--- src/rtl/latch_bank_wr_ctrl_if.sv ---
// Shared write-bus bundle between the two requesters and the latch-bank write controller.
interface latch_bank_wr_ctrl_if #(
   parameter int unsigned DW = 8,
   parameter int unsigned AW = 2
);
   localparam int unsigned DEPTH = 1 << AW;

   logic [1:0]       req;
   logic [AW-1:0]    addr0;
   logic [DW-1:0]    data0;
   logic [AW-1:0]    addr1;
   logic [DW-1:0]    data1;
   logic [1:0]       gnt;
   logic [1:0]       ack;
   logic             busy;
   logic [DEPTH-1:0] le;
   logic [DW-1:0]    wdata;

   // Requester side: drives requests and write payloads, observes grant/ack and bank drive.
   modport master (
      output req, addr0, data0, addr1, data1,
      input  gnt, ack, busy, le, wdata
   );

   // Controller side.
   modport slave (
      input  req, addr0, data0, addr1, data1,
      output gnt, ack, busy, le, wdata
   );
endinterface

--- src/rtl/latch_bank_wr_ctrl.sv ---
// Round-robin write controller for a DEPTH x DW bank of level-sensitive latches.
// Each write runs SETUP -> STROBE -> HOLD so wdata is stable around the enable pulse.
module latch_bank_wr_ctrl #(
   parameter int unsigned DW         = 8,
   parameter int unsigned AW         = 2,
   parameter int unsigned STROBE_CYC = 1
) (
   input  logic                 clk,
   input  logic                 rst_n,
   latch_bank_wr_ctrl_if.slave  bus
);

   localparam int unsigned DEPTH = 1 << AW;
   localparam int unsigned CW    = 4;

   typedef enum logic [1:0] {
      S_IDLE   = 2'd0,
      S_SETUP  = 2'd1,
      S_STROBE = 2'd2,
      S_HOLD   = 2'd3
   } state_e;

   state_e           state_q, state_d;
   logic [CW-1:0]    cnt_q, cnt_d;
   logic             pref_q, pref_d;     // 1: requester 1 wins the next tie
   logic [AW-1:0]    addr_q, addr_d;
   logic [1:0]       gnt_q, gnt_d;
   logic [1:0]       ack_q, ack_d;
   logic             busy_q, busy_d;
   logic [DEPTH-1:0] le_q, le_d;
   logic [DW-1:0]    wdata_q, wdata_d;
   logic             win_c;              // arbitration winner index

   // Winner: a lone requester always wins, a tie goes to the preferred one.
   always_comb begin
      win_c = bus.req[1] & (~bus.req[0] | pref_q);
   end

   // FSM state register.
   always_ff @(posedge clk or negedge rst_n) begin
      if (!rst_n) begin
         state_q <= S_IDLE;
      end else begin
         state_q <= state_d;
      end
   end

   // FSM next-state logic.
   always_comb begin
      state_d = state_q;
      case (state_q)
         S_IDLE:   if (bus.req != 2'b00) state_d = S_SETUP;
         S_SETUP:  state_d = S_STROBE;
         S_STROBE: if (cnt_q == '0) state_d = S_HOLD;
         S_HOLD:   state_d = S_IDLE;
         default:  state_d = S_IDLE;
      endcase
   end

   // Output/datapath next values; everything holds unless the current state changes it.
   always_comb begin
      gnt_d   = gnt_q;
      ack_d   = ack_q;
      busy_d  = busy_q;
      le_d    = le_q;
      wdata_d = wdata_q;
      addr_d  = addr_q;
      cnt_d   = cnt_q;
      pref_d  = pref_q;
      case (state_q)
         S_IDLE: begin
            if (bus.req != 2'b00) begin
               gnt_d   = win_c ? 2'b10 : 2'b01;
               addr_d  = win_c ? bus.addr1 : bus.addr0;
               wdata_d = win_c ? bus.data1 : bus.data0;
               busy_d  = 1'b1;
               pref_d  = ~win_c;
            end
         end
         S_SETUP: begin
            le_d  = DEPTH'(1) << addr_q;
            cnt_d = CW'(STROBE_CYC - 1);
         end
         S_STROBE: begin
            if (cnt_q == '0) begin
               le_d  = '0;
               ack_d = gnt_q;
            end else begin
               cnt_d = cnt_q - CW'(1);
            end
         end
         S_HOLD: begin
            ack_d  = '0;
            gnt_d  = '0;
            busy_d = 1'b0;
         end
         default: ;
      endcase
   end

   // Datapath and output flops; reset clears every output asynchronously.
   always_ff @(posedge clk or negedge rst_n) begin
      if (!rst_n) begin
         cnt_q   <= '0;
         pref_q  <= 1'b0;
         addr_q  <= '0;
         gnt_q   <= '0;
         ack_q   <= '0;
         busy_q  <= 1'b0;
         le_q    <= '0;
         wdata_q <= '0;
      end else begin
         cnt_q   <= cnt_d;
         pref_q  <= pref_d;
         addr_q  <= addr_d;
         gnt_q   <= gnt_d;
         ack_q   <= ack_d;
         busy_q  <= busy_d;
         le_q    <= le_d;
         wdata_q <= wdata_d;
      end
   end

   assign bus.gnt   = gnt_q;
   assign bus.ack   = ack_q;
   assign bus.busy  = busy_q;
   assign bus.le    = le_q;
   assign bus.wdata = wdata_q;

endmodule

--- src/flat_wrapper.sv ---
// flat-port wrapper written by rule: the top's interface ports become plain ports
module latch_bank_wr_ctrl_flat 
#(
   parameter int unsigned DW         = 8,
   parameter int unsigned AW         = 2,
   parameter int unsigned STROBE_CYC = 1
)
  (clk, rst_n, bus_req, bus_addr0, bus_data0, bus_addr1, bus_data1, bus_gnt, bus_ack, bus_busy, bus_le, bus_wdata);
  latch_bank_wr_ctrl_if #(.DW(DW), .AW(AW)) bus_i ();
  input  logic clk;
  input  logic rst_n;
  input wire logic [$bits(bus_i.req)-1:0] bus_req;
  input wire logic [$bits(bus_i.addr0)-1:0] bus_addr0;
  input wire logic [$bits(bus_i.data0)-1:0] bus_data0;
  input wire logic [$bits(bus_i.addr1)-1:0] bus_addr1;
  input wire logic [$bits(bus_i.data1)-1:0] bus_data1;
  output wire logic [$bits(bus_i.gnt)-1:0] bus_gnt;
  output wire logic [$bits(bus_i.ack)-1:0] bus_ack;
  output wire logic [$bits(bus_i.busy)-1:0] bus_busy;
  output wire logic [$bits(bus_i.le)-1:0] bus_le;
  output wire logic [$bits(bus_i.wdata)-1:0] bus_wdata;
  assign bus_i.req = bus_req;
  assign bus_i.addr0 = bus_addr0;
  assign bus_i.data0 = bus_data0;
  assign bus_i.addr1 = bus_addr1;
  assign bus_i.data1 = bus_data1;
  assign bus_gnt = bus_i.gnt;
  assign bus_ack = bus_i.ack;
  assign bus_busy = bus_i.busy;
  assign bus_le = bus_i.le;
  assign bus_wdata = bus_i.wdata;
  latch_bank_wr_ctrl #(.DW(DW), .AW(AW), .STROBE_CYC(STROBE_CYC)) u_core (.clk(clk), .rst_n(rst_n), .bus(bus_i));
endmodule
--- config.mk ---
export PLATFORM = sky130hd
export DESIGN_NAME = latch_bank_wr_ctrl_flat
export DESIGN_NICKNAME = d
export VERILOG_FILES = /design/src/rtl/latch_bank_wr_ctrl_if.sv /design/src/rtl/latch_bank_wr_ctrl.sv /design/src/flat_wrapper.sv
export SDC_FILE = /design/constraint.sdc
export NUM_CORES = 1
export LEC_CHECK = 0
export ABC_AREA = 1
export BUFFER_PORTS_ARGS = -buffer_cell sky130_fd_sc_hd__clkbuf_2
export CORE_MARGIN = 3
export CORE_UTILIZATION = 54
export CTS_BUF_LIST = sky130_fd_sc_hd__clkbuf_16
export DETAILED_ROUTE_END_ITERATION = 7
export HOLD_SLACK_MARGIN = 0.02
export PLACE_DENSITY = 0.83
export SLEW_MARGIN = 10
export SYNTH_ARGS = -nofsm -noshare
export SYNTH_HDL_FRONTEND = slang
export SYNTH_SLANG_ARGS = --single-unit
--- constraint.sdc ---
create_clock -name clk -period 3.7 [get_ports clk]
set_input_delay 0.185 -clock clk [delete_from_list [all_inputs] [get_ports clk]]
set_output_delay 0.185 -clock clk [all_outputs]
set_load 0.03 [all_outputs]
# --- After elaboration in Yosys (flattened, before gate mapping) ---
# Index checks and enable logic that the tools add are counted.
totals:
  reg_bits: 26
  wordCells: 49
classes:
  n_addsub: 1
  eq_ne: 6
  shifts: 1
  n_mux: 16
  n_bitwise: 4
  n_reduce_logical: 12
ops:
  columns: ["operator", "count"]
  rows:
  - ["case mux 4 bit (2 select lines)", 2]
  - ["2-to-1 mux 2 bit", 6]
  - ["AND reduction 2 bit", 6]
  - ["2-to-1 mux 4 bit", 2]
  - ["2-to-1 mux 8 bit", 1]
  - ["case mux 2 bit (2 select lines)", 2]
  - ["case mux 2 bit (4 select lines)", 1]
  - ["nonzero test 2 bit", 4]
  - ["equality test 2 bit, second input constant", 2]
  - ["zero test 4 bit", 1]
  - ["!= test 2 x 1 -> 1 bit, second input constant", 2]
  - ["left shift 1 x 2 -> 4 bit, first input constant", 1]
  - ["subtractor 4 x 1 -> 4 bit, second input constant", 1]
  - ["equality test 2 x 1 -> 1 bit, second input constant", 1]
  - ["zero test 2 bit", 1]
  - ["!= test 2 bit, second input constant", 1]
  - ["NOT 1 bit", 2]
  - ["case mux 1 bit (2 select lines)", 1]
  - ["bitwise AND 1 bit", 1]
  - ["2-to-1 mux 1 bit", 1]
  - ["OR 1 bit", 1]

# --- Logic depth before layout (Yosys ltp) ---
# Gate-level depths: netlist (run 1).
logic_depth:
  ltp_word: 6
  mapped_depth: 9
  depth_no_buf: 8

# --- Worst setup path after synthesis (run 1) ---
# OpenSTA, ideal clock, no wires.
synth_path:
  path_kind: "register to register"
  from: "register u_core.state_q[0]"
  to: "register u_core.cnt_q[3]"
  setup_time_ps: 128
  arrival_time_ps: 1163
  slack_ps: 2409
  path_stages_with_launch: 9
  synth_period_minus_slack_ps: 1291
  cell_sequence: "dfrtp_1 -> inv_1 -> ha_1 -> clkbuf_2 -> inv_2 -> nand2_4 -> inv_2 -> a21oi_1 -> o21ai_0"
synth_via:
  elab_chain_len: 3
synth_rtl:
  columns: ["item", "line_no", "rtl"]
  rows:
  - ["start: declaration", "latch_bank_wr_ctrl.sv:23", "state_e state_q, state_d;"]
  - ["start signal: assignment", "latch_bank_wr_ctrl.sv:44", "state_q <= state_d;"]
  - ["equality test 2 bit or equality test 2 x 1 -> 1 bit (tied branches)", "latch_bank_wr_ctrl.sv:70", "case (state_q)"]
  - ["!= test 2 bit (no source line) or nonzero test 2 bit (tied branches)", null, null]
  - ["AND reduction 2 bit (no source line)", null, null]
  - ["end signal: assignment", "latch_bank_wr_ctrl.sv:113", "cnt_q <= cnt_d;"]
  - ["end: declaration", "latch_bank_wr_ctrl.sv:24", "logic [CW-1:0] cnt_q, cnt_d;"]
# Several ways; a longest one is shown, not always the timed one.
# A chain may end at the register's enable or synchronous reset.

# --- Worst setup path in the final report (run 1) ---
layout_path:
  from: "register u_core.state_q[0]"
  to: "register u_core.gnt_q[1] (netlist: u_core.bus.gnt[1])"
layout_via:
  elab_chain_len: 3
layout_rtl:
  columns: ["item", "line_no", "rtl"]
  rows:
  - ["zero test 2 bit or equality test 2 bit (tied branches)", "latch_bank_wr_ctrl.sv:70", null]
  - ["!= test 2 x 1 -> 1 bit (no source line) or nonzero test 2 bit (tied branches)", null, null]
  - ["AND reduction 2 bit (no source line)", null, null]
  - ["end signal: assignment", "latch_bank_wr_ctrl.sv:116", "gnt_q <= gnt_d;"]
  - ["end: declaration", "latch_bank_wr_ctrl.sv:27", "logic [1:0] gnt_q, gnt_d;"]
# Several ways; a longest one is shown, not always the timed one.

==> results of run 1 <==
## through the flow
stage | instance area, sq um | setup slack (ns) | hold slack (ns)
global placement | 1580 | 2.28 | 0.234
finish | 1700 | 2.21 | 0.186
detailed placement | 1580 | 2.21 | 0.235
CTS | 1700 | 2.19 | 0.188
floorplan | 1390 | 2.41 | -0.111
global route | 1700 | 2.01 | 0.205
## metal layers
layer	GRT usage	vias to the layer above	part of all wire
li1	-	634	-
met3	0.0299	10	0.045
met1	0.245	547	0.44
met5	0	-	0
met4	0.105	0	0.027
met2	0.350	37	0.49
## what timing repair did
item,CTS,global route
hold buffers,1,0
resized for setup,0,0
endpoints found under the hold margin,26,0
## cell families (layout without fill, tap and decap cells)
| family | Yosys count | in the layout |
|---|---|---|
| AOI/OAI and AO/OA | 24 | 24 |
| and+or+nand+nor | 88 | 88 |
| DFF | 26 | 26 |
| buffers and inverters | 33 | 73 |
| adders and majority gates | 6 | 6 |
## final cells by class
cell class / instances / area, sq um
flip-flops and latches: 26 / 651
fillers: 185 / 621
multi-input cells: 118 / 592
repair buffers: 41 / 210
inverters: 28 / 105
clock buffers: 3 / 75.1
well taps: 28 / 35.0
clock inverters: 1 / 30.0
## layout by cell type (no fill, tap or decap)
master         instances
a21oi_1                3
bufinv_16              1
clkbuf_16              3
clkbuf_2              40
dfrtp_1               26
dlygate4sd3_1          1
ha_1                   6
inv_1                 23
inv_2                  5
nand2_1               57
nand2_4                1
nand3_1               10
nand4_1                4
nor2_1                 8
nor2_2                 8
o21ai_0                3
o21ai_1               15
o21ai_2                1
o21ai_4                1
o22ai_1                1
## power by group through the flow
stage	Clock [mW]	Sequential, mW	Combinational [mW]
CTS	0.317	0.501	0.762
global route	0.331	0.520	0.847
floorplan	0	0.651	0.414
finish	0.316	0.501	0.754
global placement	0	0.497	0.716
detailed placement	0	0.503	0.754
## worst paths after layout
| check | from | endpoint | slack [ns] | depth (start not counted) |
|---|---|---|---|---|
| worst max-delay path | u_core.state_q[0] | u_core.bus.gnt[1] | 2.21 | 6 |
| worst min-delay path | bus_data1[1] | u_core.bus.wdata[1] | 0.19 | 3 |
| worst max register to register | u_core.state_q[0] | u_core.bus.gnt[1] | 2.21 | 6 |
| worst min register to register | u_core.bus.ack[0] | u_core.bus.ack[0] | 0.49 | 2 |
| max in group asynchronous | rst_n | u_core.bus.le[2] | 2.81 | 2 |
| min in group asynchronous | rst_n | u_core.bus.wdata[1] | 0.48 | 2 |
## registers in the layout (all words and copies together), names as in the netlist, 2 cells and up
signal	cells
u_core.cnt_q	4
u_core.bus.wdata	8
u_core.state_q	2
u_core.bus.le	4
u_core.addr_q	2
u_core.bus.gnt	2
u_core.bus.ack	2
## worst max-delay path, cell delays in order (launching register included)
cell	delay, ns
dfrtp_1	0.38
inv_1	0.09
ha_1	0.26
o21ai_2	0.24
inv_2	0.22
nand3_1	0.13
o21ai_1	0.06
==> results by group, run 1 <==
Floorplan
  – Die Height: 56.7 um
  – Total die area: 3210 sq um
  – Row cnt: 17
  – Io pins: 41
  – Chip Width: 56.7 um
  – Core box area: 2320 sq um
  – Initial core utilization: 0.598

CTS
  – CTS Root Cell: clkbuf_16
  – CTS Buffer Depth: 2
  – Clk_lat worst skew: 0.26 ns
  – Num CTS Buffers: 3
  – H-Tree Depth: 1
  – Worst-path clk slew: 0.07 ns
  – TritonCTS clock tree: done
  – Setup Fix Bufs, Post-CTS: 0
  – Sink Count: 26

Place
  – Final HPWL DP: 2180 um
  – Input/output buffers: 40
  – Dpl cells: 240
  – Gpl congestion: 0.782

Global route
  – GR Overflow Total: 0
  – GRT Util Overall: 0.204
  – Largest net degree at the start of global routing: 27
  – Antenna violations before repair: 0
  – Vias in the first global route: 1262
  – First-pass GRT wire length: 5250 um

Timing
  – Max-slew violations: 0
  – Final hold viol count: 0
  – Fmax: 669 MHz
  – Worst Skew: 0.00575 ns
  – Final period demand of the worst path: 1.49 ns
  – Final period util: 0.404
  – Unrepaired setup endpoints after global routing: false
  – Worst-margin pin slew: 0.648 ns
  – Setup-failing EPs final: 0
  – Max-Slew Margin vs Limit: 0.566
  – Setup TNS: 0 ns

Logic synthesis
  – Post-Synth Simple-Gate Area: 0.274
  – Post-synth top area share: 0.469
  – Synth cell types: 20
  – Synth area leaders: dfrtp_1 (47%), nand2_1 (15%), inv_1 (6.2%)
  – Cells after Synth: 177
  – Synth Warn #: 0
  – Synth Area in Adders: 0.0541
  – Fraction of registers with async set/reset: 1.00
  – Yosys top cell by area: dfrtp_1
  – Synth Flop Type: dfrtp_1
  – Syn Area/Cell: 7.84 sq um
  – Most frequent cell after synthesis: nand2_1
  – Register area share after synthesis: 0.469
  – Mux cell area share after synthesis: 0
  – Compound-Gate Fraction of Synth Area: 0.0983
  – Post-synth EDFFs: 0
  – #FFs+latches synth: 26
  – Mapped Area: 1390 sq um
  – Synth Area in XOR/XNOR: 0
  – Net count after synthesis: 207
  – Largest family of logic cells by synthesized area: simple AND/OR/NAND/NOR gates
  – Commonest cells post-synth: nand2_1 (57), dfrtp_1 (26), inv_1 (23)

Routing
  – Post-route ant nets: 0
  – Final wirelength: 2880 um
  – DRT iter0 DRCs: 50
  – Pre-Repair DR Iteration Count: 4
  – DRC: 0
  – Mean routed wirelength per cell: 11.7 um
  – Via count: 1228
  – Via-to-Cell Ratio: 5.01

Pwr
  – Switching power: 710 uW
  – Max IR drop VDD: 0.629 mV
  – Pwr Density: 925 nW/um^2
  – Internal: 860 uW
  – Clock share of power: 0.201
  – Net switching fraction of the power: 0.452
  – Lkg Pwr: 0.974 nW
  – Part of the power in registers: 0.319
  – Logic pwr share: 0.480
  – Overall Power: 1.57 mW

Setup path
  – Critical path class: reg2reg
  – CP Max Fanout: 14
  – Worst Path Required: 3.84 ns
  – Endpoint type of the worst setup path: register
  – Critical path arrival: 1.64 ns
  – CP startpoint kind: register

Layout
  – Final nets: 248
  – Layout cell share with drive strength beyond 1: 0.276
  – Non-Filler Instances: 245
  – Synth-to-Final Area Change: 22.4%
  – Antenna Cells: 0
  – Final core utilization: 0.732

Run
  – MaxCap Viol Count: 0

Worst hold path
  – Worst min path class: in2reg

Run status
  – Status: completed
No activity file was read; power rests on OpenSTA's default activity.
==> run 2: changes to the inputs <==
Settings changed: CORE_UTILIZATION 54 to 50, PLACE_DENSITY 0.83 to 0.78.
Clock period 3.7 ns to 1.5 ns, I/O delays scaled along.
==> run 2 against run 1 <==
Effect of this change: clock skew fell by 0.00098 ns; count of clock-buffer cells in the layout did not move; largest cell class unchanged; first-iteration DRC count fell by 32%; combinational power rose to 2.6 times the previous value; non-clock buffer count rose by 3; via count rose by 2.2%; critical path type unchanged; routed wire length rose by 6.1%; clock power rose by 150%.
==> results by group, run 2 (same netlist as run 1, synthesis figures left out) <==
Layout
  – Most frequent cells in the layout: nand2_1 (57), clkbuf_2 (40), dfrtp_1 (26)
  – Layout cell share with drive strength beyond 1: 0.309 (+0.0326)
  – Design area: 1740 sq um (+2.7%)
  – Antenna Cells: 0 (unchanged)
  – Largest register FFs: 8 (unchanged)
  – Synth-to-Final Area Change: 25.6%
  – Commonest non-fill, non-tap cell in the layout: nand2_1
  – Filler cell count: 203 (+9.7%)
  – Final nets: 251 (+1.2%)

CTS
  – CTS Buffer Depth: 2 (unchanged)
  – Clk_lat worst skew: 0.26 ns (about the same)
  – Sink Count: 26 (unchanged)
  – H-Tree Depth: 1 (unchanged)
  – Num CTS Buffers: 3 (unchanged)
  – TritonCTS clock tree: done
  – CTS Root Cell: clkbuf_16
  – Worst-path clk slew: 0.07 ns (about the same)

Global route
  – GRT Util Overall: 0.195 (-0.00875)
  – GR Overflow Total: 0 (unchanged)
  – Vias in the first global route: 1320 (+4.6%)
  – First-pass GRT wire length: 5220 um (-0.51%)
  – Largest net degree at the start of global routing: 27 (unchanged)
  – Antenna violations before repair: 0 (unchanged)

Setup path
  – Endpoint type of the worst setup path: register
  – R2r setup slk: 0.11 ns (-2.10 ns)
  – Reg2Reg Depth: 6 (unchanged)
  – Reg-to-Reg End: u_core.cnt_q[3]
  – Critical path arrival: 1.54 ns (-0.10 ns)
  – Worst Path Required: 1.64 ns (-2.20 ns)
  – CP startpoint kind: register
  – Critical path class: reg2reg
  – Reg-to-Reg Start: u_core.state_q[1]
  – CP Max Fanout: 7 (-7)

Routing
  – Final wirelength: 3050 um (+6.1%)
  – Top Layer Used: met4
  – Mean routed wirelength per cell: 12.2 um (+4.0%)
  – Via-to-Cell Ratio: 5.02 (+0.15%)
  – DRT iter0 DRCs: 34 (-32%)
  – Routed wl met2: 1590 um (+13%)
  – Pre-Repair DR Iteration Count: 4 (unchanged)
  – Via count: 1255 (+2.2%)
  – Post-route ant nets: 0 (unchanged)
  – DRC: 0 (unchanged)
  – Met1 wire length: 1240 um (-1.1%)
  – Metal3 WL: 156 um (+21%)

Timing
  – Max-Slew Margin vs Limit: 0.578 (+0.0115)
  – Setup TNS: 0 ns (unchanged)
  – Final hold viol count: 0 (unchanged)
  – Max-slew violations: 0 (unchanged)
  – Worst Skew: 0.00476 ns (-0.000984 ns)
  – Final period demand of the worst path: 1.39 ns (-0.100 ns)
  – Unrepaired setup endpoints after global routing: false
  – Final period util: 0.930 (+0.526)
  – Fmax: 717 MHz (+7.2%)
  – Worst-margin pin slew: 0.633 ns (-0.0148 ns)
  – Setup-failing EPs final: 0 (unchanged)

Floorplan
  – Die Height: 58.7 um (+3.5%)
  – Chip Width: 58.7 um (+3.5%)
  – Initial core utilization: 0.540 (-0.0580)
  – Total die area: 3440 sq um (+7.1%)
  – Core box area: 2570 sq um (+11%)
  – Row cnt: 18 (+1)
  – Io pins: 41 (unchanged)

Worst hold path
  – Worst Hold Depth: 3 (unchanged)
  – Worst min path class: in2reg
  – Hold EP: u_core.bus.wdata[6]
  – Hold path start: bus_data1[6]

Run
  – MaxCap Viol Count: 0 (unchanged)

Pwr
  – Lkg Pwr: 0.984 nW (+1.1%)
  – Pwr Density: 2280 nW/um^2 (+150%)
  – Max IR drop VDD: 1.41 mV (+120%)

Place
  – Final HPWL DP: 2300 um (+5.3%)
  – Post-DP Area: 1610 sq um (+1.6%)
  – Gpl congestion: 0.908 (+16%)
  – Input/output buffers: 40 (unchanged)

Run status
  – Status: completed
run 2: changes by cell type in the layout (fill, tap and decap cells not counted), sizes merged:
| cell | delta |
|---|---|
| buf | +3 |
run 2: what timing repair did:
action	CTS	global route
hold buffers	1	0
buffers inserted	0	0
setup endpoints to repair	0	19
gates resized for setup	0	7
endpoints found under the hold margin	26	0
run 2: cell type report:
class	count	area (sq um)	area share
clock buffer	3	75.1	0.0431
clock inverter	1	30.0	0.0172
inverter	28	108	0.0617
multi-input combinational	118	609	0.350
sequential	26	651	0.373
tap	30	37.5	0.0215
timing repair buffer	44	233	0.134
run 2: where the power goes:
group,switching [mW],internal [mW]
sequential,0.225,1.02
clock,0.250,0.531
combinational,1.33,0.624
run 2: critical path, cell delays in order (launching register included):
cell and delay (ns):
dfrtp_1 0.45, inv_1 0.10, ha_1 0.27, nand2_4 0.14
inv_2 0.03, a21oi_1 0.16, o21ai_0 0.12
run 2: metal layers:
| layer | global-route usage | up-vias |
|---|---|---|
| met3 | 0.0263 | 7 |
| met2 | 0.373 | 46 |
| met4 | 0.0744 | 0 |
| met1 | 0.217 | 566 |
| met5 | 0 | - |
| li1 | - | 636 |
run 2: how the worst max path moves through the flow:
| stage | cells after the start | slack [ns] | from | end |
|---|---|---|---|---|
| after CTS | 7 | 0.008 | u_core.state_q[0] | u_core.cnt_q[3] |
| after floorplan | 8 | 0.21 | u_core.state_q[0] | u_core.cnt_q[3] |
| after global placement | 7 | 0.15 | u_core.state_q[0] | u_core.cnt_q[3] |
| final | 6 | 0.11 | u_core.state_q[1] | u_core.cnt_q[3] |
| after global routing | 6 | 0.003 | u_core.state_q[1] | u_core.cnt_q[3] |
| after detailed placement | 7 | 0.04 | u_core.state_q[0] | u_core.cnt_q[3] |
run 2: through the flow:
step	setup WS, ns	instances	power (mW)	utilization	hold slack [ns]
CTS	0.00822	250	3.94	0.671	0.0783
global route	0.00270	250	4.27	0.679	0.101
finish	0.105	250	3.98	0.679	0.0737
floorplan	0.209	177	2.63	-	-0.221
global placement	0.149	245	3.02	0.626	0.125
detailed placement	0.0355	245	3.13	0.626	0.130
